===== src/rtl/cycle_sequencer.sv =====
// Multi-cycle instruction sequencer: steps the CPU through IF/ID/EX/MEM/WB on
// phase-qualified cycles, issuing memory requests and single-cycle datapath strobes.
module cycle_sequencer #(
  parameter int CNT_W = 32
) (
  input  logic             clk,
  input  logic             rst,
  input  logic             ph_en,
  input  logic             run,
  input  logic             step,
  input  logic             mem_ready,
  input  logic             needs_mem,
  input  logic             is_store,
  input  logic             wb_en,
  input  logic             halt_req,
  output logic [4:0]       stage,
  output logic             mem_req,
  output logic             mem_we,
  output logic             ir_we,
  output logic             pc_we,
  output logic             reg_we,
  output logic             halted,
  output logic [CNT_W-1:0] instr_cnt,
  output logic [CNT_W-1:0] cycle_cnt,
  output logic [2:0]       state_dbg
);

  localparam logic [2:0] S_IDLE = 3'd0;
  localparam logic [2:0] S_IF   = 3'd1;
  localparam logic [2:0] S_ID   = 3'd2;
  localparam logic [2:0] S_EX   = 3'd3;
  localparam logic [2:0] S_MEM  = 3'd4;
  localparam logic [2:0] S_WB   = 3'd5;
  localparam logic [2:0] S_HALT = 3'd6;

  localparam logic [CNT_W-1:0] CNT_ONE = CNT_W'(1);

  logic [2:0] state;
  logic [2:0] state_nxt;
  logic       step_pend;
  logic       start;
  logic       in_instr;

  // Memory handshake: mem_req stays high until mem_ready is seen in a cycle
  // with ph_en=1; the access completes on that clock edge.
  assign start    = (state == S_IDLE) && ph_en && (run || step_pend);
  assign in_instr = (state == S_IF) || (state == S_ID) || (state == S_EX) ||
                    (state == S_MEM) || (state == S_WB);

  always_comb begin
    state_nxt = state;
    if (ph_en) begin
      case (state)
        S_IDLE:  if (run || step_pend) state_nxt = S_IF;
        S_IF:    if (mem_ready) state_nxt = S_ID;
        S_ID:    state_nxt = halt_req ? S_HALT : S_EX;
        S_EX:    state_nxt = needs_mem ? S_MEM : S_WB;
        S_MEM:   if (mem_ready) state_nxt = S_WB;
        S_WB:    state_nxt = run ? S_IF : S_IDLE;
        S_HALT:  state_nxt = S_HALT;
        default: state_nxt = S_IDLE;
      endcase
    end
  end

  // Strobes fire in the cycle whose edge takes the transition, so the datapath
  // captures on the same edge as the state change.
  assign ir_we  = (state == S_IF) && ph_en && mem_ready;
  assign pc_we  = (state == S_WB) && ph_en;
  assign reg_we = pc_we && wb_en;

  always_comb begin
    stage   = 5'b00000;
    mem_req = 1'b0;
    mem_we  = 1'b0;
    halted  = 1'b0;
    case (state)
      S_IF:    begin stage = 5'b00001; mem_req = 1'b1; end
      S_ID:    stage = 5'b00010;
      S_EX:    stage = 5'b00100;
      S_MEM:   begin stage = 5'b01000; mem_req = 1'b1; mem_we = is_store; end
      S_WB:    stage = 5'b10000;
      S_HALT:  halted = 1'b1;
      default: stage = 5'b00000;
    endcase
  end

  always_ff @(posedge clk or posedge rst) begin
    if (rst) begin
      state     <= S_IDLE;
      step_pend <= 1'b0;
      instr_cnt <= '0;
      cycle_cnt <= '0;
    end else begin
      state <= state_nxt;
      if (start)
        step_pend <= 1'b0;
      else if ((state == S_IDLE) && step)
        step_pend <= 1'b1;
      if (pc_we)
        instr_cnt <= instr_cnt + CNT_ONE;
      if (in_instr)
        cycle_cnt <= cycle_cnt + CNT_ONE;
    end
  end

  assign state_dbg = state;

endmodule


===== config.mk =====
export PLATFORM = sky130hd
export DESIGN_NAME = cycle_sequencer
export DESIGN_NICKNAME = d
export VERILOG_FILES = /design/src/rtl/cycle_sequencer.sv
export SDC_FILE = /design/constraint.sdc
export NUM_CORES = 1
export LEC_CHECK = 0
export CAP_MARGIN = 30
export CORE_MARGIN = 4
export CORE_UTILIZATION = 48
export CTS_CLUSTER_DIAMETER = 120
export DETAILED_ROUTE_END_ITERATION = 16
export PLACE_DENSITY = 0.8
export SLEW_MARGIN = 20
export SYNTH_ARGS = -nofsm -noshare
export SYNTH_HDL_FRONTEND = slang
export SYNTH_SLANG_ARGS = --single-unit

===== constraint.sdc =====
create_clock -name clk -period 2.75 [get_ports clk]
set_clock_uncertainty 0.05 [all_clocks]
set_input_delay 0.4125 -clock clk [delete_from_list [all_inputs] [get_ports clk]]
set_output_delay 0.4125 -clock clk [all_outputs]
set_load 0.005 [all_outputs]

; ---- Word-level counts from Yosys, hierarchy flattened
; Cells that the tools add are included.
[word_totals]
regBits = 68
inputBits = 10
output_inout_bits = 78
wordCells = 44
[classes]
addsub = 2
eq_ne = 9
muxes = 13
reduce_logical = 16
[ops]
columns = op, n
row1 = "32-bit by 1-bit adder with 32-bit output, second input constant", 2
row2 = 5-bit case mux with 5 select lines, 1
row3 = 3-bit case mux with 7 select lines, 1
row4 = 3-bit 2-to-1 mux, 4
row5 = "3-bit equality test, second input constant", 3
row6 = 1-bit logical AND, 7
row7 = 1-bit 2-to-1 mux, 7
row8 = "3-bit by 2-bit equality test with 1-bit output, second input constant", 2
row9 = 1-bit logical OR, 5
row10 = "2-bit != test, second input constant", 2
row11 = 4-bit AND reduction, 1
row12 = "3-bit by 1-bit equality test with 1-bit output, second input constant", 1
row13 = 3-bit zero test, 1
row14 = "2-bit by 1-bit != test with 1-bit output, second input constant", 1
row15 = 2-bit nonzero test, 1
row16 = 2-bit OR reduction, 1

; ---- Logic depth before layout (Yosys ltp)
[depth]
ltp_word = 5
depth_mapped = 7
mapped_depth_nobuf = 5

; ---- Worst setup path after synthesis
; Ideal clock, no wire load.
[synth_timing]
kind = reg-to-output
from = reg state[2] (netlist: state_dbg[2])
to = out mem_we
arrival_time_ns = 1.282
required_ns = 2.288
path_slack_ns = 1.006
stages_incl_launch_ff = 5
n_path_buf = 2
path_cell_list = dfrtp_1 -> buf_2 -> buf_1 -> nor3b_1 -> and2_1
[synth_between]
elab_chain_cells = 2
[synth_lines]
columns = item, line_no
row1 = from (decl), 38  ; logic [2:0] state;
row2 = from (signal assigned), 95  ; state <= state_nxt;
row3 = 3-bit equality test, 77  ; case (state)
row4 = 1-bit 2-to-1 mux, 77
row5 = to (decl), 18  ; output logic mem_we,
; No other way between the ends.

; ---- Final worst setup path
[layout_timing]
from = reg state[2] (netlist: state_dbg[2])
to = out ir_we
[layout_between]
elab_chain_cells = 3
[layout_lines]
columns = item, line_no
row1 = 3-bit by 1-bit equality test with 1-bit output, 68  ; assign ir_we = (state == S_IF) && ph_en && mem_ready;
row2 = 1-bit logical AND (2 in series), 68
row3 = to (decl), 19  ; output logic ir_we,
; No other way between the ends.

==> impl_metrics.ini <==
[worst_setup_path]
cp_cell_sequence = buf_4 > nor3b_1 > and3_1 > clkdlybuf4s50_1
arrival_ns = 2.05
max_stage_delay_ns = 0.52
r2r-start = state_dbg[1]
path_class = register to output pin
critPathTopFamily = buffers and inverters
setup.worst_path.start = state_dbg[2]
path_buf_inv = 2
critPathLaunchType = register
crit_path_end_kind = output pin
cp.required_ns = 2.29
worstPathMaxFanout = 13
cp_slowest_cell = dfrtp_1

[global_route]
use_met1_pct = 23.94
antenna_found_initial = 0
grt_pass1_wl_mm = 12.56
grt_pass1_vias = 2632
grtUsageMet2_pct = 31.43
grt_busiest_layer = met2
met3_usage_pct = 3.756
grt.total_usage_pct = 18.76
overflow = 0
grt_max_degree = 34

[drt]
wl_per_cell_um = 15.49
vias_per_cell = 5.442
drt_pre_antenna_iters = 4
num_vias = 2563
routed_wl_mm = 7.298
drcViolationCount = 0
first_iter_violations = 75
ant_nets = 0

[pwr]
clkPwrFrac_pct = 27.2
power.net_switching_uw = 890.2
internal_power_mw = 2.033
p_leak_nw = 1.923
max-vdd-ir-drop_uv = 540.4
p_comb_share_pct = 27.7
p_sw_share_pct = 30.45
power_density_nw_per_um2 = 663.4
power.total_mw = 2.923
power_frac_seq_pct = 45.1

[status]
status = finished, final reports clean

[clock_tree]
clk_latency_ns = 0.33
hold_buffers = 0
h-tree-depth = 3
cts_resized = 0
cts_root_buf = clkbuf_8
cts_buffers = 9
cts_tree = built
ctsLongestPathBuffers = 2
path_clk_slew_ns = 0.07
cts_sinks = 68
postCtsSetupRepairBufs = 0

[die]
io_pins = 88
row_count = 29
start_util_pct = 50.10
die_area_sq_um = 8118
die_x_um = 90.10
coreArea_sq_um = 6459
dieHeight_um = 90.10

[synthesis]
netlist_area_sq_um = 3236
ys.flop_type = dfrtp_1
synth_fp_nets = 305
async_flop_share_pct = 100.0
yosysTopAreaCell = dfrtp_1
synth_edf_count = 0
syn_inst = 293
ys_top_cells_by_area = dfrtp_1, xnor2_1, xor2_1, nand4_1, nand3_1
synth_top_area_share_pct = 52.59
ys_seq_area_share_pct = 52.59
syn_avg_cell_area_sq_um = 11.04
synth-warning-count = 0
ys_seq_elements = 68
ys_types = 42

[sta]
finalHoldViolCount = 0
max_freq_mhz = 397.5
setup_violations = 0
setup_tns_ns = 0
period_needed_ns = 2.516
slew_violations = 0
hold-worst-slack_ns = 0.3649
rsz0062_at_grt = false
fin_crit_sh_pct = 91.48
timing.slew.headroom_pct = 65.05
worst_pin_slew_ns = 0.5243

[placed_design]
port_buffers = 87
gp_congestion = 0.8178
hpwl_mm = 5.365

[layout]
diodes = 0
nNetsFinal = 401
drive_gt1_share_pct = 8.629
layout_common_cells = clkdlybuf4s50_1, dfrtp_1, xnor2_1, nand2_1, nand3_1
syn_to_final_growth_pct = 36.20
final_common_cell = clkdlybuf4s50_1

[job]
drv_cap = 0

[worst_hold_path]
hold_path_class = input pin to asynchronous set/reset pin
==> logic make-up after synthesis <==
kind of cell | synth area share (%)
and+or+nand+nor | 24.09
DFF | 52.59
xor gates and xnor gates | 17.05
AOI/OAI and AO/OA | 2.900
buffers and inverters | 1.547
muxes | 1.044
adders and majority gates | 0.7733
==> worst register-to-register path, cell delays in order (launching register included) <==
cell and delay (ns):
dfrtp_1 0.68, or3_1 0.27, nand4_1 0.20, nor3_2 0.48
nand4_1 0.18, xnor2_1 0.15
==> cell type report <==
cell class	count	area, sq um
clock buffer	10	127.6
tap	77	96.34
inverter	3	11.26
fill	521	2052
clock inverter	6	65.06
timing repair buffer	92	920.9
sequential	68	1702
multi-input combinational	215	1484
==> Yosys cell counts (2+ instances only) <==
cell type	number
and4_1	7
ha_1	2
nand3_1	22
o21a_1	2
xnor2_1	47
nor3b_1	3
nand2b_1	2
inv_1	3
a21oi_1	5
mux2_2	3
nand2_1	25
xor2_1	16
a31oi_1	2
clkbuf_1	3
nor2_1	18
nand4_1	19
and2_1	3
and3_1	10
dfrtp_1	68
nor3_1	8
and3b_1	4
==> flip-flops by register name (all words and copies together), names as in the netlist <==
register and flops:
step_pend 1, state_dbg 3, instr_cnt 32, cycle_cnt 32
==> per-layer routing <==
layer / wire [um] / part of all wire (%) / up-vias
met1: 3326 / 46 / 1275
met4: 73 / 1.0 / 0
met3: 292 / 4.0 / 6
met2: 3605 / 49 / 64
met5: 0 / 0 / -
li1: - / - / 1218
==> final timing paths <==
kind | end | slack (ns) | depth (start not counted)
max in group asynchronous | cycle_cnt[3] | 1.70 | 3
min | instr_cnt[10] | 0.36 | 2
max reg2reg | cycle_cnt[17] | 0.63 | 5
min reg2reg | instr_cnt[31] | 0.44 | 1
min in group clk | instr_cnt[31] | 0.44 | 1
max | ir_we | 0.23 | 4
==> stage by stage <==
| step | setup WS [ns] | util, % | instances | area [sq um] |
|---|---|---|---|---|
| 2_1_floorplan | 0.5760 | - | 293 | 3236 |
| 3_3_place_gp | 0.4883 | 65.25 | 455 | 4214 |
| 3_5_place_dp | 0.4766 | 65.25 | 455 | 4214 |
| 4_1_cts | 0.2260 | 68.23 | 471 | 4407 |
| 5_1_grt | 0.1061 | 68.23 | 471 | 4407 |
| 6_report | 0.2343 | 68.23 | 471 | 4407 |
==> power groups by stage <==
stage / sequential [mW] / combinational, mW / clock [mW]
after floorplan: 1.25 / 0.467 / 0
final: 1.32 / 0.809 / 0.796
after global routing: 1.34 / 0.891 / 0.854
after detailed placement: 1.33 / 0.814 / 0
after global placement: 1.33 / 0.793 / 0
after CTS: 1.32 / 0.821 / 0.811
(Power assumes the default switching activity.)
